**src/rtl/reg_scoreboard_pkg.sv**
```systemverilog
// Shared types and constants for the register scoreboard and the issue window.
// Register IDs and the latency encoding live here so both sides agree on them.
package reg_scoreboard_pkg;

  localparam int NUM_REGS = 8;
  localparam int REG_W    = 3;
  localparam int LAT_W    = 3;

  typedef logic [REG_W-1:0] reg_id_t;
  typedef logic [LAT_W-1:0] lat_t;

  // A latency of zero marks a variable-latency op that completes through writeback.
  localparam lat_t LAT_VAR = '0;

  function automatic logic [NUM_REGS-1:0] reg_onehot(input reg_id_t id);
    logic [NUM_REGS-1:0] vec;
    vec     = '0;
    vec[id] = 1'b1;
    return vec;
  endfunction

endpackage

```
**src/rtl/reg_scoreboard_sb_entry.sv**
```systemverilog
// One scoreboard entry: pending-write state for a single architectural register,
// with its fixed-latency countdown and its one-cycle completion pulse.
module sb_entry
  import reg_scoreboard_pkg::*;
(
  input  logic clk,
  input  logic reset_n,
  input  logic set_i,
  input  lat_t lat_i,
  input  logic wb_hit_i,
  output logic busy_o,
  output logic var_o,
  output logic wakeup_o
);

  logic busy_q, busy_d;
  logic var_q,  var_d;
  lat_t cnt_q,  cnt_d;
  logic fixed_done;
  logic var_done;

  assign fixed_done = busy_q && !var_q && (cnt_q == lat_t'(1));
  assign var_done   = busy_q &&  var_q && wb_hit_i;

  // A completion that coincides with reset belongs to a discarded write.
  assign wakeup_o = reset_n && (fixed_done || var_done);
  assign busy_o   = busy_q;
  assign var_o    = var_q;

  // NOTE: every next-state signal takes its hold value first, so no path leaves it unassigned and no latch is inferred.
  always_comb begin
    busy_d = busy_q;
    var_d  = var_q;
    cnt_d  = cnt_q;
    if (set_i) begin
      busy_d = 1'b1;
      if (lat_i == LAT_VAR) begin
        var_d = 1'b1;
      end else begin
        var_d = 1'b0;
        cnt_d = lat_i;
      end
    end else if (fixed_done) begin
      busy_d = 1'b0;
      cnt_d  = '0;
    end else if (var_done) begin
      busy_d = 1'b0;
      var_d  = 1'b0;
    end else if (busy_q && !var_q && (cnt_q > lat_t'(1))) begin
      cnt_d = cnt_q - lat_t'(1);
    end
  end

  // NOTE: state registers use non-blocking assignments so every entry samples the same pre-edge values.
  always_ff @(posedge clk) begin
    if (!reset_n) begin
      busy_q <= 1'b0;
      var_q  <= 1'b0;
      cnt_q  <= '0;
    end else begin
      busy_q <= busy_d;
      var_q  <= var_d;
      cnt_q  <= cnt_d;
    end
  end

endmodule

```
**src/rtl/reg_scoreboard.sv**
```systemverilog
// Register scoreboard: stalls dispatch on RAW/WAW hazards against in-flight writes,
// tracks fixed- and variable-latency completion, and flags stray writebacks.
module reg_scoreboard
  import reg_scoreboard_pkg::*;
(
  input  logic                clk,
  input  logic                reset_n,
  input  logic                disp_valid,
  input  reg_id_t             disp_src0,
  input  reg_id_t             disp_src1,
  input  reg_id_t             disp_dst,
  input  logic                disp_wr,
  input  lat_t                disp_lat,
  output logic                disp_ready,
  input  logic                wb_valid,
  input  reg_id_t             wb_dst,
  output logic [NUM_REGS-1:0] busy,
  output logic [NUM_REGS-1:0] wakeup,
  output logic                wb_err
);

  logic [NUM_REGS-1:0] busy_vec;
  logic [NUM_REGS-1:0] var_vec;
  logic [NUM_REGS-1:0] wake_vec;
  logic [NUM_REGS-1:0] set_vec;
  logic [NUM_REGS-1:0] wb_hit_vec;
  logic                accept;
  logic                wb_stray;
  logic                wb_err_q, wb_err_d;

  // Hazard check looks only at registered busy; a source completing this cycle still stalls.
  assign disp_ready = !busy_vec[disp_src0] && !busy_vec[disp_src1] &&
                      !(disp_wr && busy_vec[disp_dst]);
  assign accept     = disp_valid && disp_ready;

  always_comb begin
    set_vec    = '0;
    wb_hit_vec = '0;
    if (accept && disp_wr && (disp_dst != '0)) set_vec = reg_onehot(disp_dst);
    if (wb_valid) wb_hit_vec = reg_onehot(wb_dst);
  end

  // Register 0 is hardwired free: no entry, never busy, never wakes.
  assign busy_vec[0] = 1'b0;
  assign var_vec[0]  = 1'b0;
  assign wake_vec[0] = 1'b0;

  for (genvar r = 1; r < NUM_REGS; r++) begin : g_entry
    sb_entry u_entry (
      .clk      (clk),
      .reset_n  (reset_n),
      .set_i    (set_vec[r]),
      .lat_i    (disp_lat),
      .wb_hit_i (wb_hit_vec[r]),
      .busy_o   (busy_vec[r]),
      .var_o    (var_vec[r]),
      .wakeup_o (wake_vec[r])
    );
  end

  // A writeback is legal only against a pending variable-latency write.
  assign wb_stray = wb_valid && !(busy_vec[wb_dst] && var_vec[wb_dst]);
  assign wb_err_d = wb_err_q || wb_stray;

  always_ff @(posedge clk) begin
    if (!reset_n) wb_err_q <= 1'b0;
    else          wb_err_q <= wb_err_d;
  end

  assign busy   = busy_vec;
  assign wakeup = wake_vec;
  assign wb_err = wb_err_q;

endmodule

```
**config.mk**
```make
export PLATFORM = sky130hd
export DESIGN_NAME = reg_scoreboard
export DESIGN_NICKNAME = d
export VERILOG_FILES = /design/src/rtl/reg_scoreboard_pkg.sv /design/src/rtl/reg_scoreboard_sb_entry.sv /design/src/rtl/reg_scoreboard.sv
export SDC_FILE = /design/constraint.sdc
export NUM_CORES = 1
export LEC_CHECK = 0
export ABC_AREA = 1
export BUFFER_PORTS_ARGS = -buffer_cell sky130_fd_sc_hd__clkbuf_2
export CORE_MARGIN = 2
export CORE_UTILIZATION = 50
export DETAILED_ROUTE_END_ITERATION = 8
export PLACE_DENSITY = 0.85
export SYNTH_ARGS = -nofsm -noshare
export SYNTH_HDL_FRONTEND = slang
export SYNTH_SLANG_ARGS = --single-unit
```
**constraint.sdc**
```tcl
create_clock -name clk -period 1.9 [get_ports clk]
set_clock_uncertainty 0.15 [all_clocks]
set_input_delay 0.285 -clock clk [delete_from_list [all_inputs] [get_ports clk]]
set_output_delay 0.285 -clock clk [all_outputs]
set_load 0.02 [all_outputs]
```
==> Word-level counts from Yosys, hierarchy flattened <==
Index checks and enable logic that the tools add are counted.
W data, S select, Z words.
{ "word_totals": {"wordCells": 259, "in_bits": 20, "output_inout_bits": 18, "regBits": 36} }
{ "op_classes": {"muxes": 81, "reduce_logical": 108, "add_sub_neg": 7, "n_lt_le_gt_ge": 13, "n_eq_ne": 28} }
{ "op_table": {"columns": ["operator", "n"], "rows": [
  ["$mux W3", 29],
  ["$logic_and A1 B1 Y1", 52],
  ["$reduce_bool A3 Y1", 15],
  ["$mux W1", 43],
  ["$ne A2 B2 Y1 const B", 14],
  ["$eq A3 B1 Y1 const B", 7],
  ["$gt A3 B1 Y1 const B", 7],
  ["$ne A3 B2 Y1 const B", 7],
  ["$reduce_and A3 Y1", 7],
  ["$sub A3 B1 Y3 const B", 7],
  ["$lt A3 B4 Y1 const B", 4],
  ["$mux W8", 2],
  ["$bmux W1 S3", 5],
  ["$reduce_and A2 Y1", 7],
  ["$reduce_bool A2 Y1", 7],
  ["$logic_not A1 Y1", 11],
  ["$logic_or A1 B1 Y1", 8],
  ["$demux W1 S3", 2],
  ["$ge A3 B1 Y1 const B", 2],
  ["$logic_not A3 Y1", 1]
]} }

==> Depth between registers and ports, before layout <==
{ "depth": {"ltp_word": 11, "depth_mapped": 13} }

==> Hierarchy <==
Synthesis repeated with hierarchy kept, for this count alone.
{ "unflattened": {"cells_unflattened": 536, "hier_area_um2": 2984.1} }
{ "by_module_without_submodules": {"columns": ["module", "n_inst", "cells_each", "seq_area_each_um2", "area_each_um2"], "rows": [
  ["sb_entry", 7, 56, 100.1, 330.3],
  ["reg_scoreboard", 1, 144, 20.0, 671.9]
]} }

==> Worst setup path after synthesis <==
No wires, ideal clock.
{ "synth_path": {"path_kind": "input to register", "from": "in disp_dst[2]", "to": "reg g_entry[1].u_entry.cnt_q[0]", "setup_time_ps": 113, "path_buffers": 1, "setup_slack_ps": 31, "arrival_ps": 1606, "path_stages": 12, "cell_sequence": "buf_4 > inv_1 > nand4_1 > nand2_1 > nor2_2 > a21oi_1 > nor2_2 > nand4_1 > nand2_2 > nand2_1 > nand2_1 > nor2_1"} }
{ "synth_via": {"elab_chain_len": 11, "elab_cells_between_ends": 20} }
{ "synth_rtl": {"columns": ["element", "line", "text"], "rows": [
  ["start, declared", "reg_scoreboard.sv:11", "input reg_id_t disp_dst,"],
  ["$bmux W1 S3 *", "reg_scoreboard.sv:33", "!(disp_wr && busy_vec[disp_dst]);"],
  ["$mux W1 (implied by the code) *", "reg_scoreboard.sv:33", null],
  ["$logic_and A1 B1 Y1 *", "reg_scoreboard.sv:33", null],
  ["$logic_not A1 Y1 *", "reg_scoreboard.sv:33", null],
  ["$logic_and A1 B1 Y1 *", "reg_scoreboard.sv:32", "assign disp_ready = !busy_vec[disp_src0] && !busy_vec[disp_src1] &&"],
  ["net disp_ready", "reg_scoreboard.sv:14", "output logic disp_ready,"],
  ["$logic_and A1 B1 Y1 *", "reg_scoreboard.sv:34", "assign accept = disp_valid && disp_ready;"],
  ["$logic_and A1 B1 Y1 * (2 in a row)", "reg_scoreboard.sv:39", "if (accept && disp_wr && (disp_dst != '0)) set_vec = reg_onehot(disp_dst);"],
  ["$mux W8 *", "reg_scoreboard.sv:39", null],
  ["$ne A3 B2 Y1 (no source line) (tied with other cells)", null, null],
  ["$reduce_and A3 Y1 (no source line)", null, null],
  ["end signal, assigned", "reg_scoreboard_sb_entry.sv:63", "cnt_q <= cnt_d;"],
  ["end, declared", "reg_scoreboard_sb_entry.sv:18", "lat_t cnt_q, cnt_d;"]
]} }
Mark *: on every way through the listed nets, which the timed path passes. The rest lies on a longest branch. The select of a mux whose other input is x is not followed.
A chain may end at the register's enable or synchronous reset.

==> Worst setup path in the final report <==
{ "layout_path": {"from": "reg g_entry[3].u_entry.busy_q", "to": "reg g_entry[2].u_entry.cnt_q[2]"} }
{ "layout_via": {"elab_chain_len": 11, "elab_cells_between_ends": 21} }
{ "layout_rtl": {"columns": ["element", "line", "text"], "rows": [
  ["start, declared", "reg_scoreboard_sb_entry.sv:16", "logic busy_q, busy_d;"],
  ["start signal, assigned", "reg_scoreboard_sb_entry.sv:61", "busy_q <= busy_d;"],
  ["$bmux W1 S3, on equally long branches", "reg_scoreboard.sv:32, reg_scoreboard.sv:33", null],
  ["$mux W1, on equally long branches", "reg_scoreboard.sv:32, reg_scoreboard.sv:33", null],
  ["$logic_not A1 Y1 or $logic_and A1 B1 Y1 (tied branches)", "reg_scoreboard.sv:32, reg_scoreboard.sv:33", null],
  ["$logic_and A1 B1 Y1 or $logic_not A1 Y1 (tied branches)", "reg_scoreboard.sv:32, reg_scoreboard.sv:33", null],
  ["$logic_and A1 B1 Y1 *", "reg_scoreboard.sv:32", null],
  ["$logic_and A1 B1 Y1 *", "reg_scoreboard.sv:34", null],
  ["$logic_and A1 B1 Y1 * (2 in a row)", "reg_scoreboard.sv:39", null],
  ["$mux W8 *", "reg_scoreboard.sv:39", null],
  ["$ne A3 B2 Y1 (no source line) (tied with other cells)", null, null],
  ["$reduce_and A3 Y1 (no source line)", null, null],
  ["end signal, assigned", "reg_scoreboard_sb_entry.sv:63", null],
  ["end, declared", "reg_scoreboard_sb_entry.sv:18", null]
]} }
Mark *: on every way between the ends. The rest lies on a longest branch, timed or not. The select of a mux whose other input is x is not followed.

==> flow_summary.json <==
{
  "start_util": 0.5112,
  "clk_latency_ns": 0.30,
  "dp_hpwl_um": 6114,
  "reg2reg_slack_ns": -0.17,
  "yosysWarnings": 0,
  "cp_max_fo": 7,
  "synth-seq-cells": 36,
  "ant_nets": 0,
  "drive_above_1_share": 0.3636,
  "yosysTopAreaCellShare": 0.2424,
  "cp-startpoint": "g_entry[3].u_entry.busy_o",
  "cts_hold_repair.buffers": 0,
  "synthMuxAreaShare": 0,
  "grt_start_max_net_pins": 23,
  "hold_ws_ns": 0.2795,
  "finalSetupViolCount": 29,
  "wl_per_cell_um": 17.08,
  "endpoint": "g_entry[2].u_entry.cnt_q[2]",
  "synth_top_cells_by_area": "dfxtp_1, nand2_1, nor2_1, inv_1, ha_1",
  "violations": "negative setup slack",
  "io_buffers": 35,
  "ys_seq_area_frac": 0.2424,
  "arrival_ns": 2.11,
  "crit_type": "register to register",
  "antenna_found_initial": 0,
  "rows": 28,
  "grt_overflow": 0,
  "fin_crit_ns": 2.075,
  "nNetsFinal": 583,
  "syn_area_um2": 2973,
  "dr.first_iter.drc_count": 470,
  "drt-total-wl_um": 10670,
  "place_area_um2": 3367,
  "postSynthCellCount": 472,
  "synth_compound_area_frac": 0.1368,
  "tightest_slew_ns": 0.6778,
  "period_share": 1.092,
  "r2r-start": "g_entry[3].u_entry.busy_o",
  "root_buffer": "clkbuf_8",
  "detail_route.drc_violations": 0,
  "core_um2": 5816,
  "routed_via_density": 6.018,
  "synthXorXnorAreaFrac": 0,
  "fp.dieW_um": 81.11,
  "vias": 3761,
  "hold_class": "primary input to register",
  "synth.distinct_cells": 33,
  "powerDensity_nw_per_um2": 437.2,
  "grt_use_total": 0.2941,
  "cts_max_level": 2,
  "dieArea_um2": 6579,
  "ff2ff_path_depth": 13,
  "final_max_slew_viol_count": 0,
  "met1_usage": 0.3345,
  "power_leakage_nw": 1.947,
  "first_global_vias": 3356,
  "outcome": "complete, but fails checks",
  "cp.required_ns": 1.94,
  "slew_headroom": 0.5446,
  "rsz0062_at_grt": "yes",
  "clock_sinks": 36,
  "max_freq_mhz": 482.0,
  "reg2reg_to": "g_entry[2].u_entry.cnt_q[2]",
  "avgSynthCellArea_um2": 6.298,
  "grt_use_met2": 0.5140,
  "top_usage_layer": "met2",
  "dr.pass1.iters": 8,
  "fin_area_um2": 4055,
  "hold_viol": 0,
  "clk_pin_slew_ns": 0.08,
  "yosysTopAreaCell": "dfxtp_1",
  "use_met3": 0.06111,
  "timing.final.ws_setup_ns": -0.1745,
  "clock_path_buffers": 2,
  "synthAdderAreaFrac": 0.05892,
  "cts_made_buffers": 5,
  "syn2layout_area_growth_pct": 36.41,
  "routabilityCongestion": 0.8901,
  "utilization": 0.6973,
  "synth_top_family_by_area": "simple AND/OR/NAND/NOR gates",
  "critPathLaunchType": "register",
  "irDropWorstVdd_v": 0.0003697,
  "grt_first_pass_wirelength_um": 15090,
  "ios": 38,
  "cts_tree": "built",
  "antenna_cells": 0,
  "synth-simple-area-share": 0.4268,
  "fp.dieH_um": 81.11,
  "maxCapViolations": 0,
  "crit_path_end_kind": "register"
}
==> flip-flops by register name, indices dropped and copies added, names as in the netlist <==
name	flops
g_entry.u_entry.var_o	7
wb_err	1
g_entry.u_entry.cnt_q	21
g_entry.u_entry.busy_o	7
==> metal layers <==
metal,vias to the layer above,wire length (µm)
li1,1699,-
met1,1674,3939
met2,301,4967
met3,87,1042
met4,0,723
met5,-,0
==> cell usage in the layout, fill, tap and decap left out, types with 2 or more instances in the layout <==
cell / instances
clkbuf_2: 27
o21ai_2: 2
nand4_1: 15
nand3_2: 6
nor4_4: 2
conb_1: 2
buf_6: 12
nor2_4: 10
dfxtp_4: 4
dfxtp_2: 6
dfxtp_1: 26
buf_12: 2
a21oi_2: 4
nand2_4: 4
nand4_4: 7
nand2_1: 95
nor3_4: 2
nand2_2: 26
nand3b_1: 5
ha_1: 12
o21ai_0: 26
nand2_8: 3
o41ai_1: 6
inv_1: 47
nand4_2: 3
nand3_1: 16
o211ai_1: 2
inv_2: 14
nor3_1: 7
buf_4: 46
clkbuf_8: 6
a21oi_1: 24
nor2_1: 57
o21ai_1: 3
clkbuf_1: 2
nor2_2: 9
==> layout make-up <==
cell class                      instances  area (µm²)
Inverter                               61       229.0
Sequential cell                        36       743.2
Clock buffer                            8       90.09
Timing Repair Buffer                   88       670.6
Fill cell                             407        1760
Tap cell                               75       93.84
Multi-Input combinational cell        357        2228
==> synth_stat cells, drive strengths merged <==
library cell,count
nor2,77
o311ai,1
nand2,127
conb,1
nand3b,5
clkbuf,2
dfxtp,36
nand4,22
o22ai,1
a31oi,1
inv,61
a221o,1
nor3,10
o21ai,31
a41oi,1
nor4,2
a21oi,28
buf,21
o211ai,2
o41ai,6
ha,14
nand3,22
==> through the flow <==
stage	worst slack, ns	power, mW	TNS (ns)	cells
after floorplan	0.03118	0.9883	0	473
after global placement	-0.03714	1.096	-0.3043	597
after detailed placement	-0.1601	1.107	-1.855	597
after CTS	-0.06386	1.709	-0.1345	616
after global routing	-0.2700	1.831	-6.337	625
final	-0.1745	1.773	-2.264	625
==> worst min-delay path by stage <==
| stage | start | to | slack, ns | cells past startpoint |
|---|---|---|---|---|
| 2_1_floorplan | reset_n | g_entry[6].u_entry.cnt_q[2] | 0.26 | 2 |
| 3_3_place_gp | wb_err | wb_err | 0.29 | 2 |
| 3_5_place_dp | wb_err | wb_err | 0.29 | 2 |
| 4_1_cts | reset_n | g_entry[6].u_entry.cnt_q[1] | 0.29 | 4 |
| 5_1_grt | reset_n | g_entry[4].u_entry.cnt_q[0] | 0.31 | 4 |
| 6_report | reset_n | g_entry[6].u_entry.cnt_q[1] | 0.28 | 4 |
==> power by group <==
part	total (mW)	switching [mW]	internal, mW
combinational	0.409	0.258	0.151
clock	0.584	0.288	0.296
sequential	0.779	0.0153	0.764
==> kinds of logic (layout without fill, tap and decap cells) <==
logic type                 count (synthesis)  in the layout
AOI/OAI and AO/OA                         72             72
other                                      1              2
and+or+nand+nor                          265            269
DFF                                       36             36
buffers and inverters                     84            157
adders and majority gates                 14             14
==> critical path: stages (launching register included) <==
cell and delay [ns]:
dfxtp_4 0.38, nand2_1 0.09, o21ai_1 0.11, nand2_1 0.09, nand3_1 0.07, nand2_1 0.06, nand2_1 0.07, nor2_2 0.18
buf_6 0.16, nand4_1 0.24, nand2_4 0.21, nand2_2 0.05, nand2_1 0.06, nor2_1 0.04
==> repair_timing <==
item | CTS | global route
gates cloned | 3 | 1
gates resized for setup | 41 | 90
pin swaps | 14 | 41
buffers inserted | 8 | 8
setup endpoints to repair | 20 | 36
No activity file was read; power rests on OpenSTA's default activity.
